[src/rtl/output_port_reg.sv]
// CPU output port: captures the data bus on the OUT strobe and drives the seven-segment display driver.
// Optional OUTPUT_PORT_EDGE_LOAD_EN: capture only on the first cycle of each load_i assertion.
module output_port_reg #(
  parameter int unsigned DEBOUNCE_CYCLES = 250000,
  parameter logic [1:0]  RESET_MODE      = 2'b00
) (
  input  logic       clk,
  input  logic       rst_n,
  input  logic [7:0] bus_i,
  input  logic       load_i,
  input  logic       mode_btn_i,
  output logic [7:0] value_o,
  output logic       hex_o,
  output logic       neg_o,
  output logic [1:0] mode_o,
  output logic       valid_o,
  output logic       update_o
);

  localparam int unsigned    CNT_W    = $clog2(DEBOUNCE_CYCLES);
  localparam logic [CNT_W-1:0] CNT_LAST = CNT_W'(DEBOUNCE_CYCLES - 1);

  typedef enum logic [1:0] {
    MODE_UNSIGNED = 2'b00,
    MODE_SIGNED   = 2'b01,
    MODE_HEX      = 2'b10
  } mode_e;

  logic             capture;
  logic [7:0]       value_q;
  logic             valid_q;
  logic             update_q;
  logic [1:0]       sync_q;
  logic             db_q;
  logic [CNT_W-1:0] cnt_q;
  logic             press;
  mode_e            mode_q;
  mode_e            mode_next;
  logic             hex_q;
  logic             neg_q;

`ifdef OUTPUT_PORT_EDGE_LOAD_EN
  logic load_q;

  always_ff @(posedge clk or negedge rst_n) begin
    if (!rst_n) load_q <= 1'b0;
    else        load_q <= load_i;
  end

  assign capture = load_i & ~load_q;
`else
  assign capture = load_i;
`endif

  always_ff @(posedge clk or negedge rst_n) begin
    if (!rst_n) begin
      value_q  <= '0;
      valid_q  <= 1'b0;
      update_q <= 1'b0;
    end else begin
      update_q <= capture;
      if (capture) begin
        value_q <= bus_i;
        valid_q <= 1'b1;
      end
    end
  end

  // Any mismatch-free cycle restarts the count, so only a level stable for
  // DEBOUNCE_CYCLES consecutive synced cycles is accepted.
  always_ff @(posedge clk or negedge rst_n) begin
    if (!rst_n) begin
      sync_q <= '0;
      db_q   <= 1'b0;
      cnt_q  <= '0;
    end else begin
      sync_q <= {sync_q[0], mode_btn_i};
      if (sync_q[1] != db_q) begin
        if (cnt_q == CNT_LAST) begin
          db_q  <= sync_q[1];
          cnt_q <= '0;
        end else begin
          cnt_q <= cnt_q + CNT_W'(1);
        end
      end else begin
        cnt_q <= '0;
      end
    end
  end

  // Rising edge of the debounced level, visible on the edge that updates db
  assign press = sync_q[1] & ~db_q & (cnt_q == CNT_LAST);

  always_comb begin
    mode_next = mode_q;
    case (mode_q)
      MODE_UNSIGNED: if (press) mode_next = MODE_SIGNED;
      MODE_SIGNED:   if (press) mode_next = MODE_HEX;
      MODE_HEX:      if (press) mode_next = MODE_UNSIGNED;
      default:       mode_next = MODE_UNSIGNED;
    endcase
  end

  always_ff @(posedge clk or negedge rst_n) begin
    if (!rst_n) begin
      mode_q <= mode_e'(RESET_MODE);
      hex_q  <= (RESET_MODE == 2'b10);
      neg_q  <= (RESET_MODE == 2'b01);
    end else begin
      mode_q <= mode_next;
      hex_q  <= (mode_next == MODE_HEX);
      neg_q  <= (mode_next == MODE_SIGNED);
    end
  end

  assign value_o  = value_q;
  assign valid_o  = valid_q;
  assign update_o = update_q;
  assign mode_o   = mode_q;
  assign hex_o    = hex_q;
  assign neg_o    = neg_q;

endmodule

[config.mk]
export PLATFORM = sky130hd
export DESIGN_NAME = output_port_reg
export DESIGN_NICKNAME = d
export VERILOG_FILES = /design/src/rtl/output_port_reg.sv
export SDC_FILE = /design/constraint.sdc
export NUM_CORES = 1
export LEC_CHECK = 0
export BUFFER_PORTS_ARGS = -buffer_cell sky130_fd_sc_hd__buf_4
export CAP_MARGIN = 20
export CORE_MARGIN = 2
export CORE_UTILIZATION = 40
export CTS_BUF_LIST = sky130_fd_sc_hd__clkbuf_8
export CTS_CLUSTER_SIZE = 16
export DETAILED_ROUTE_END_ITERATION = 12
export HOLD_SLACK_MARGIN = 0.03
export MAX_ROUTING_LAYER = met4
export PLACE_DENSITY = 0.63
export SETUP_SLACK_MARGIN = 0.5
export SYNTH_ARGS = -nofsm -noshare
export SYNTH_HDL_FRONTEND = slang
export SYNTH_SLANG_ARGS = --single-unit
export TNS_END_PERCENT = 50
[constraint.sdc]
create_clock -name clk -period 1.92 [get_ports clk]
set_clock_uncertainty 0.15 [all_clocks]
set_input_delay 0.192 -clock clk [delete_from_list [all_inputs] [get_ports clk]]
set_output_delay 0.192 -clock clk [all_outputs]
set_load 0.03 [all_outputs]
* Word-level counts from Yosys, hierarchy flattened
Index checks and enable logic that the tools add are counted.
** Storage, ports and cells
- Register bits :: 35
- Input bits :: 12
** Cells by class
- Add/sub/neg operators :: 1
- Equality and inequality tests :: 6
- Multiplexer cells :: 6
- Bitwise gates (word level) :: 3
- Reduce and logical (&&, ||, !) cells :: 2
** Operators by type and width (count)
- 18-bit two-way mux :: 2
- 18-bit by 1-bit adder with 18-bit output (second input constant) :: 1
- 18-bit == test (second input constant) :: 1
- 2-bit two-way mux :: 3
- 2-bit one-hot mux with 3 select lines :: 1
- 2-bit by 1-bit == test with 1-bit output (second input constant) :: 2
- 2-bit == test (second input constant) :: 2
- 1-bit bitwise AND :: 2
- 2-bit logical NOT :: 1
- 2-bit AND reduction :: 1
- 1-bit inequality test :: 1
- 1-bit NOT :: 1

* Longest topological paths before layout
- Word-level depth :: 6
- Depth in mapped cells :: 7

* Least setup slack after synthesis
OpenSTA, ideal clock, no wires.
- Path kind :: reg2reg
- Start point :: register cnt_q[10]
- End point :: register hex_q, in the netlist hex_o
- Library setup time :: 0.140 ns
- Arrival :: 1.783 ns
- Path slack :: -0.153 ns
- Stages on the path, launching flop included :: 5
- Clock period less this slack :: 2.073 ns
- Cells stage by stage :: dfrtp_1 -> or4_4 -> or4_4 -> o211ai_1 -> o41ai_1
** On the way
- Longest elaborated chain between the ends :: 5
- Elaborated cells between the ends (all ways) :: 7
- Those cells by class :: 2 x eq/ne; 4 x mux; 1 x bitwise
** Ends and longest elaborated chain
- from (decl) :: RTL line 35 : logic [CNT_W-1:0] cnt_q;
- from (signal assigned) :: RTL line 83 : cnt_q <= cnt_q + CNT_W'(1);
- 18-bit == test * :: RTL line 92 : assign press = sync_q[1] & ~db_q & (cnt_q == CNT_LAST);
- 1-bit bitwise AND * :: RTL line 92
- 2-bit two-way mux, on equally long branches :: RTL line 99, 97, 98
- 2-bit one-hot mux with 3 select lines * :: RTL line 96 : case (mode_q)
- 2-bit == test * :: RTL line 111 : hex_q <= (mode_next == MODE_HEX);
- to (signal assigned) :: RTL line 107 : hex_q <= (RESET_MODE == 2'b10);
- to (signal assigned) :: RTL line 111
- to (decl) :: RTL line 39 : logic hex_q;
Every way passes the cells marked *; elsewhere a longest branch is shown, timed or not.
A chain may end at the register's enable or synchronous reset.

* Worst setup path in the final report
- Start point :: register cnt_q[8]
- End point :: register hex_q, in the netlist hex_o
The elaborated chain is that of the path after synthesis.

==> impl_metrics.ini <==
[worst_setup_path]
cp_max_fo = 4
critPathKind = register to register
r2r_cells = 4
reg2reg_setup_slack_ns = -0.14
required_ns = 1.93
r2r-start = cnt_q[8]
worst_setup_path_start_kind = register
cp-end-kind = register
cp.arrival_ns = 2.07
r2r-end = hex_o

[die]
coreArea_um2 = 3660
dieArea_um2 = 4330
start_util = 0.417
die_h_um = 65.8
die_w_um = 65.8
num_rows = 22
io_pins = 26

[synth]
syn_area_per_cell_um2 = 11.6
netlist_area_um2 = 1530
yosys_register_bits = 35
ys.flop_type = dfrtp_1
netlist_instances = 132
synthArstFlopShare = 1.00
synth_top_area_share = 0.573
yosysSeqAreaShare = 0.573
synth_nets = 146
ys_top_cells_by_count = 35 x dfrtp_1, 18 x nor2_1, 8 x mux2_2, 8 x xor2_1
yosysMostFrequentCell = dfrtp_1
yosysWarnings = 0
synth_edf_count = 0
yosys.cell_types.count = 30
synth_area_leader_cell = dfrtp_1
synthTopCellsByArea = dfrtp_1 57%, mux2_2 5.9%, xor2_1 4.6%, nor2_1 4.4%, xnor2_1 4.0%

[power_and_ir_drop]
seq_power_share = 0.528
p_sw_mw = 0.349
leakage_nw = 0.972
power_density_nw_per_um2 = 689
p_clk_frac = 0.360
p_int_mw = 1.12
power_frac_comb = 0.112
sw_frac_of_total = 0.237
design_power_total_mw = 1.47
ir_drop_mv = 0.452

[clocking]
htreeDepth = 2
cts_sinks = 35
cts_inserted_buffers = 5
cts_root_buf = clkbuf_8
cts.path.max_buffers = 2
clk_latency_ns = 0.28
clkTransAtPathRegs_ns = 0.07
cts_tree = done

[timing]
finalSetupViolCount = 22
max_freq_mhz = 486
period_share = 1.07
tightestPinTransition_ns = 0.423
hold_viol_final = 0
timing.final.max_slew_violations = 0
worst_slack_ns = -0.139
relSlewSlack = 0.718
period_minus_slack_ns = 2.06
rsz0062_at_grt = yes

[grt]
grt_max_degree = 36
antenna_found_initial = 0
gr-total-overflow = 0
gr-usage-all-layers = 0.175
grt_pass1_vias = 1208
grt_pass1_wl_mm = 5.48

[layout]
final_nets = 204
layout-drive-gt1-share = 0.358
final_area_um2 = 2140
syn_to_final_growth_pct = 39.8
stdcell_count = 238
antennaDiodeCount = 0

[run]
cap_violations = 0

[place]
place_area_um2 = 1890
io_buffer_count = 25
place_congestion = 0.738
hpwl_mm = 2.08
dp.cells = 217

[route]
wl_per_cell_um = 13.0
avgViaCountPerCell = 4.99
drt_iter0_markers = 63
firstDrtPassIters = 4
routed-via-count = 1188
routed_wl_mm = 3.10
ant_nets = 0
drc_errors = 0

[outcome]
status = finished, violations left
violations = setup timing

[worst_hold_path]
min_path_type = register to register
min_path_cells = 0
min_from = sync_q[0]
holdPathEnd = sync_q[1]
## logic make-up after synthesis
logic type | after synthesis | synth area share
AO/OA/AOI/OAI | 9 | 0.0393
AND/OR/NAND/NOR | 55 | 0.198
buffers and inverters | 7 | 0.0205
multiplexers | 9 | 0.0663
XOR/XNOR | 15 | 0.0860
flip-flops | 35 | 0.573
adder cells (fa/ha/maj) | 2 | 0.0164
## cell type report
class / instances / area [um^2]
Sequential cell: 35 / 876
Fill cell: 317 / 1530
Tap cell: 48 / 60.1
Clock inverter: 1 / 5.00
Timing Repair Buffer: 55 / 453
Clock buffer: 6 / 82.6
Inverter: 3 / 11.3
Multi-Input combinational cell: 90 / 648
## placed cells by master, fill, tap and decap left out, drive strengths merged, types with 2 or more instances in the layout
master       synthesis  layout
nor4                 4       4
mux2                 9       9
xor2                 8       8
and3                 3       3
inv                  3       3
dfrtp               35      35
nand4                7       7
ha                   2       2
nand3                6       6
clkbuf               2       6
xnor2                7       7
dlygate4sd3          0      11
and4                 3       3
nand2                6       6
a21oi                3       3
or4                  4       4
o41ai                2       2
nor2                18      18
buf                  2      44
## power groups by stage
| stage | logic (mW) | clock network [mW] | registers [mW] |
|---|---|---|---|
| final | 0.164 | 0.530 | 0.777 |
| after global routing | 0.177 | 0.580 | 0.779 |
| after CTS | 0.165 | 0.544 | 0.776 |
| after detailed placement | 0.147 | 0 | 0.790 |
| after global placement | 0.145 | 0 | 0.789 |
| after floorplan | 0.0367 | 0 | 0.826 |
## registers in the layout, summed over array words and instances, names as in the netlist
| name | count |
|---|---|
| hex_o | 1 |
| sync_q | 2 |
| neg_o | 1 |
| mode_o | 2 |
| update_o | 1 |
| cnt_q | 18 |
| value_o | 8 |
| db_q | 1 |
| valid_o | 1 |
## worst max-delay path by stage
stage	start	to	slack, ns	cells after the start
6_report	cnt_q[8]	hex_o	-0.14	4
2_1_floorplan	cnt_q[9]	hex_o	-0.13	4
4_1_cts	cnt_q[8]	hex_o	-0.14	3
3_3_place_gp	cnt_q[8]	hex_o	-0.08	4
5_1_grt	cnt_q[8]	mode_o[1]	-0.20	3
3_5_place_dp	cnt_q[8]	hex_o	-0.12	4
## routing by layer
layer	track usage	part of all wire	wire (um)
met5	-	0	0
met4	0.0703	0.015	47
met3	0.0511	0.026	79
met2	0.280	0.51	1570
met1	0.209	0.45	1400
## repair_timing
action	in CTS	in global routing
hold buffers	11	0
setup endpoints to repair	22	22
buffers inserted	1	2
hold endpoints to repair	45	0
resized for setup	0	5
## critical path: stages, from the launching register on
cell	delay, ns
dfrtp_1	0.38
or4_4	0.54
or4_4	0.55
o211ai_1	0.21
o41ai_1	0.11
## per-stage QoR
step | setup TNS [ns] | util | worst slack (ns) | hold slack, ns
floorplan | -1.56 | - | -0.130 | -0.254
global placement | -0.594 | 0.517 | -0.0835 | 0.00962
detailed placement | -1.53 | 0.517 | -0.125 | 0.0170
CTS | -1.75 | 0.573 | -0.137 | 0.200
global route | -2.29 | 0.583 | -0.201 | 0.203
finish | -0.774 | 0.583 | -0.139 | 0.195
Power figures use the tool's default switching activity.
